### src/rtl/ad7988_sample_framer.sv
// ad7988_sample_framer: buffers 16-bit ADC samples in a small FIFO and emits
// each as a SYNC/SEQ/MSB/LSB/CHK byte frame on a valid/ready stream.
module ad7988_sample_framer #(
  parameter int         FIFO_DEPTH = 4,
  parameter logic [7:0] SYNC_BYTE  = 8'hA5
) (
  input  logic                          clk,
  input  logic                          rst_n,
  input  logic [15:0]                   iData,
  input  logic                          iDataValid,
  output logic [7:0]                    oByte,
  output logic                          oByteValid,
  input  logic                          iByteReady,
  output logic                          oOverflow,
  input  logic                          iClrOvf,
  output logic [$clog2(FIFO_DEPTH):0]   oFifoLevel,
  output logic                          oBusy
);
  localparam int AW = $clog2(FIFO_DEPTH);
  localparam int LW = AW + 1;
  typedef enum logic [2:0] {IDLE, B_SYNC, B_SEQ, B_MSB, B_LSB, B_CHK} state_t;
  state_t        state_q, state_d;
  logic [15:0]   mem_q [FIFO_DEPTH];
  logic [AW-1:0] wp_q, rp_q;
  logic [LW-1:0] lvl_q, lvl_d;
  logic [15:0]   hold_q, hold_d;
  logic [7:0]    seq_q, seq_d, byte_q, byte_d;
  logic          vld_q, vld_d, ovf_q, ovf_d;
  logic          xfer, empty, full, pop, push, drop;
  assign xfer  = vld_q & iByteReady;
  assign empty = lvl_q == '0;
  assign full  = lvl_q == LW'(FIFO_DEPTH);
  // a sample leaves the FIFO when idle or when the checksum byte is accepted
  assign pop   = !empty && (state_q == IDLE || (state_q == B_CHK && xfer));
  assign push  = iDataValid && (!full || pop);
  assign drop  = iDataValid && full && !pop;
  assign lvl_d = lvl_q + LW'(push) - LW'(pop);
  assign ovf_d = drop | (ovf_q & ~iClrOvf);
  assign oByte      = byte_q;
  assign oByteValid = vld_q;
  assign oOverflow  = ovf_q;
  assign oFifoLevel = lvl_q;
  assign oBusy      = state_q != IDLE;
  always_ff @(posedge clk or negedge rst_n) begin
    if (!rst_n) begin
      state_q <= IDLE;
      byte_q  <= '0;
      vld_q   <= 1'b0;
      seq_q   <= '0;
      hold_q  <= '0;
      ovf_q   <= 1'b0;
      lvl_q   <= '0;
      wp_q    <= '0;
      rp_q    <= '0;
    end else begin
      state_q <= state_d;
      byte_q  <= byte_d;
      vld_q   <= vld_d;
      seq_q   <= seq_d;
      hold_q  <= hold_d;
      ovf_q   <= ovf_d;
      lvl_q   <= lvl_d;
      if (push) wp_q <= wp_q + 1'b1;
      if (pop) rp_q <= rp_q + 1'b1;
    end
  end
  always_ff @(posedge clk) begin
    if (push) mem_q[wp_q] <= iData;
  end
  always_comb begin
    state_d = state_q;
    case (state_q)
      IDLE:    if (pop) state_d = B_SYNC;
      B_SYNC:  if (xfer) state_d = B_SEQ;
      B_SEQ:   if (xfer) state_d = B_MSB;
      B_MSB:   if (xfer) state_d = B_LSB;
      B_LSB:   if (xfer) state_d = B_CHK;
      B_CHK:   if (xfer) state_d = pop ? B_SYNC : IDLE;
      default: state_d = IDLE;
    endcase
  end
  always_comb begin
    byte_d = byte_q;
    vld_d  = vld_q;
    seq_d  = seq_q;
    hold_d = pop ? mem_q[rp_q] : hold_q;
    case (state_q)
      IDLE: begin
        vld_d = pop;
        if (pop) byte_d = SYNC_BYTE;
      end
      B_SYNC: if (xfer) byte_d = seq_q;
      B_SEQ:  if (xfer) byte_d = hold_q[15:8];
      B_MSB:  if (xfer) byte_d = hold_q[7:0];
      B_LSB:  if (xfer) byte_d = seq_q ^ hold_q[15:8] ^ hold_q[7:0];
      B_CHK: if (xfer) begin
        seq_d = seq_q + 8'd1;
        vld_d = pop;
        if (pop) byte_d = SYNC_BYTE;
      end
      default: vld_d = 1'b0;
    endcase
  end
endmodule

### config.mk
export PLATFORM = sky130hd
export DESIGN_NAME = ad7988_sample_framer
export DESIGN_NICKNAME = d
export VERILOG_FILES = /design/src/rtl/ad7988_sample_framer.sv
export SDC_FILE = /design/constraint.sdc
export NUM_CORES = 1
export LEC_CHECK = 0
export ABC_AREA = 1
export CORE_MARGIN = 1.5
export CORE_UTILIZATION = 46
export CTS_CLUSTER_DIAMETER = 40
export DETAILED_ROUTE_END_ITERATION = 8
export HOLD_SLACK_MARGIN = 0.05
export PLACE_DENSITY = 0.67
export SETUP_SLACK_MARGIN = 0.5
export SLEW_MARGIN = 5
export SYNTH_ARGS = -nofsm -noshare
export SYNTH_HDL_FRONTEND = slang
export SYNTH_SLANG_ARGS = --single-unit
export TNS_END_PERCENT = 20
### constraint.sdc
create_clock -name clk -period 2.3 [get_ports clk]
set_input_delay 0.69 -clock clk [delete_from_list [all_inputs] [get_ports clk]]
set_output_delay 0.69 -clock clk [all_outputs]
set_load 0.05 [all_outputs]
==> key figures <==
Synthesis
  – Syn Inst Count: 501
  – Synth cell types: 35
  – Top_reg_cell synth: edfxtp_1
  – Post-Syn Area: 5000 um^2
  – Mean Syn Cell Area: 9.98 um^2
  – FFs w/ async S/R, synth: 40.7%
  – Post-synth EDFFs: 64
  – #FFs+latches synth: 108
  – Synth warn: 0
  – Sequential area share after synthesis: 60.5%
  – Syn nets: 530

Setup path
  – Worst path top cell family by delay: adder cells
  – CP max FO: 2
  – Buf/Inv on CP: 2
  – RR Startpoint: state_q[1]
  – CP required: 2.59 ns
  – Slowest library cell on the worst path: clkdlybuf4s50_1
  – Arr. time, crit path: 2.41 ns
  – Worst Setup SP: iDataValid
  – CP Launch Type: primary input
  – Most used cell, CP: ha_4
  – Worst-path cell chain: clkdlybuf4s50_1 -> nand2_4 -> ha_4 -> inv_2 -> ha_4 -> fa_2 -> xnor2_2 -> xor2_1
  – Crit end category: flop
  – CP peak stage delay: about 0.53 ns
  – Critical setup path kind: in2reg

Timing
  – TNS Setup: 0 ns
  – Final period util: 92.1%
  – Clock Skews: ~0.018 ns
  – Minimum clock period: 2.12 ns
  – Final Max Tran Viols: 0
  – Hold Fails Final Rpt: 0
  – Rel. slew slack: 61.8%
  – Least-Margin Pin Slew: ~0.57 ns
  – RSZ-0062 raised after global routing: yes
  – Final setup violation count: 0
  – Max Clk Rate: 0.472 GHz

Route
  – Routed WL: 10.1 mm
  – DR vias: around 3.6k
  – Vias per cell: 5.11
  – Drt wl/cell: roughly 14 um
  – Drt pass-1 iters: 5
  – Drt drc: 0
  – Routed Antenna Nets: 0
  – DRT iter0 DRCs: 232

Global route
  – Global-route usage over all layers: a little under a fifth
  – GRT Residual Overflow: 0
  – Global-route wire length before repair: 17.1 mm
  – Largest net degree at the start of global routing: 35
  – Initial antenna violation count: 0
  – Vias in the first global route: between 3k and 4k

Placed design
  – GP Congestion: 0.836
  – Post-DP HPWL: 6.67 mm
  – Dpl cells: 675
  – Input/output buffers: 34

Floorplanning
  – Initial Util: a little under half
  – CORE AREA: 10,400 um^2
  – Core Rows: 37
  – Die height: 107 um
  – Die ar.: 11,500 um^2
  – Ports: 35
  – Die Wd: between 100 and 150 um

Worst hold path
  – Worst hold path type: in2async

Clocking
  – CTS tree: yes
  – Htree depth: 3
  – Root buffer cell: clkbuf_8
  – Worst-path clk slew: approximately 0.11 ns
  – Total clock buffers created by CTS: 9
  – Clock sink count: 108
  – Clk_lat worst skew: 0.37 ns
  – Clock Tree Buf Depth: 2

Power
  – Power Dens Cells: roughly 750 nW/um^2
  – Pleak: 0.00260 uW
  – Worst VDD drop: approximately 0.47 mV

Final layout
  – Non-filler cells, final: 700
  – Final Util: 57.5%
  – Most frequent cells in the layout: nand2_1 (111), edfxtp_1 (64), nor2_1 (59), dfrtp_1 (40), inv_1 (39)
  – Area grow syn2layout: 19.7%
  – Ant diodes: 0
  – Fin nets: roughly 600
  – Most common cell after layout, fill and taps aside: nand2_1
  – Fraction of layout cells with a size suffix above 1: 18.1%

Flow run
  – Max-cap violations: 0

Status
  – Outcome: completed
## synth_stat cells (5+ instances only)
library cell  number  area share [%]
ha_1               7             1.8
o21ai_0           37             3.7
inv_1             41             3.1
o21ai_1           11             1.1
edfxtp_1          64              38
dfrtp_1           44              22
nand4_1            7            0.88
nor2_1            62             4.7
clkbuf_1           6            0.45
nand3_1           32             3.2
inv_2              5            0.38
o22ai_1           16             2.0
xnor2_1            5            0.88
nand2_1          112             8.4
xor2_1            11             1.9
## stage by stage
step / cell area, um^2 / hold slack, ns / setup WS [ns] / power, uW
after floorplan: 5070 / 0.394 / -0.138 / 2950
after global placement: 5680 / 0.490 / -0.587 / 3290
after detailed placement: 5680 / 0.493 / -0.663 / 3320
after CTS: 5950 / 0.304 / 0.189 / 4500
after global routing: 5980 / 0.334 / 0.0967 / 4730
final: 5980 / 0.304 / 0.181 / 4500
## path summary, 6_finish.rpt
kind                                 endpoint  slack [ns]  depth (start not counted)
max in group asynchronous          hold_q[12]        1.48                          2
worst min-delay path               hold_q[15]        0.30                          1
worst max-delay path            oFifoLevel[2]        0.18                          8
min in group clk                     oByte[2]        0.51                          2
worst max register to register  oFifoLevel[2]        0.21                         10
worst min register to register       oByte[2]        0.51                          2
## layout make-up
class,instances,area (um^2)
clock buffer,9,124
timing repair buffer,65,629
multi-input combinational,327,1780
inverter,48,190
fill,893,4430
sequential,108,3030
tap,136,170
clock inverter,7,67.6
## metal layers
metal | vias up | wire (um) | track usage, %
met5 | - | 0 | 0
met4 | 0 | 97 | 5.14
met3 | 11 | 506 | 4.19
met2 | 86 | 4880 | 31.4
met1 | 1697 | 4570 | 25.8
li1 | 1786 | - | -
## kinds of logic (layout without fill, tap and decap cells)
| group | Yosys count | count (layout) | share of synthesized area (%) |
|---|---|---|---|
| simple gates | 234 | 234 | 21.3 |
| compound gates | 69 | 69 | 7.38 |
| fa+ha+maj | 8 | 8 | 2.15 |
| flops | 108 | 108 | 60.5 |
| xor+xnor | 16 | 16 | 2.80 |
| buf+inv | 66 | 129 | 5.93 |
## flip-flops by register name (all words and copies together) (netlist names)
name        cells
mem_q          64
hold_q         16
oByte           8
seq_q           8
oFifoLevel      3
state_q         3
rp_q            2
wp_q            2
oByteValid      1
oOverflow       1
## where the power goes
group	internal (uW)	total, uW	switching [uW]
Combinational	396	936	540
Clock	421	1110	687
Sequential	2360	2460	103
Total	3170	4500	1330
## what timing repair did
action | in CTS | in global routing
pin swaps | 4 | 5
gates resized for setup | 63 | 14
setup buffers | 2 | 5
gates cloned | 2 | 0
endpoints found under the setup margin | 99 | 74
hold buffers | 0 | 0
No activity file was read; power rests on OpenSTA's default activity.
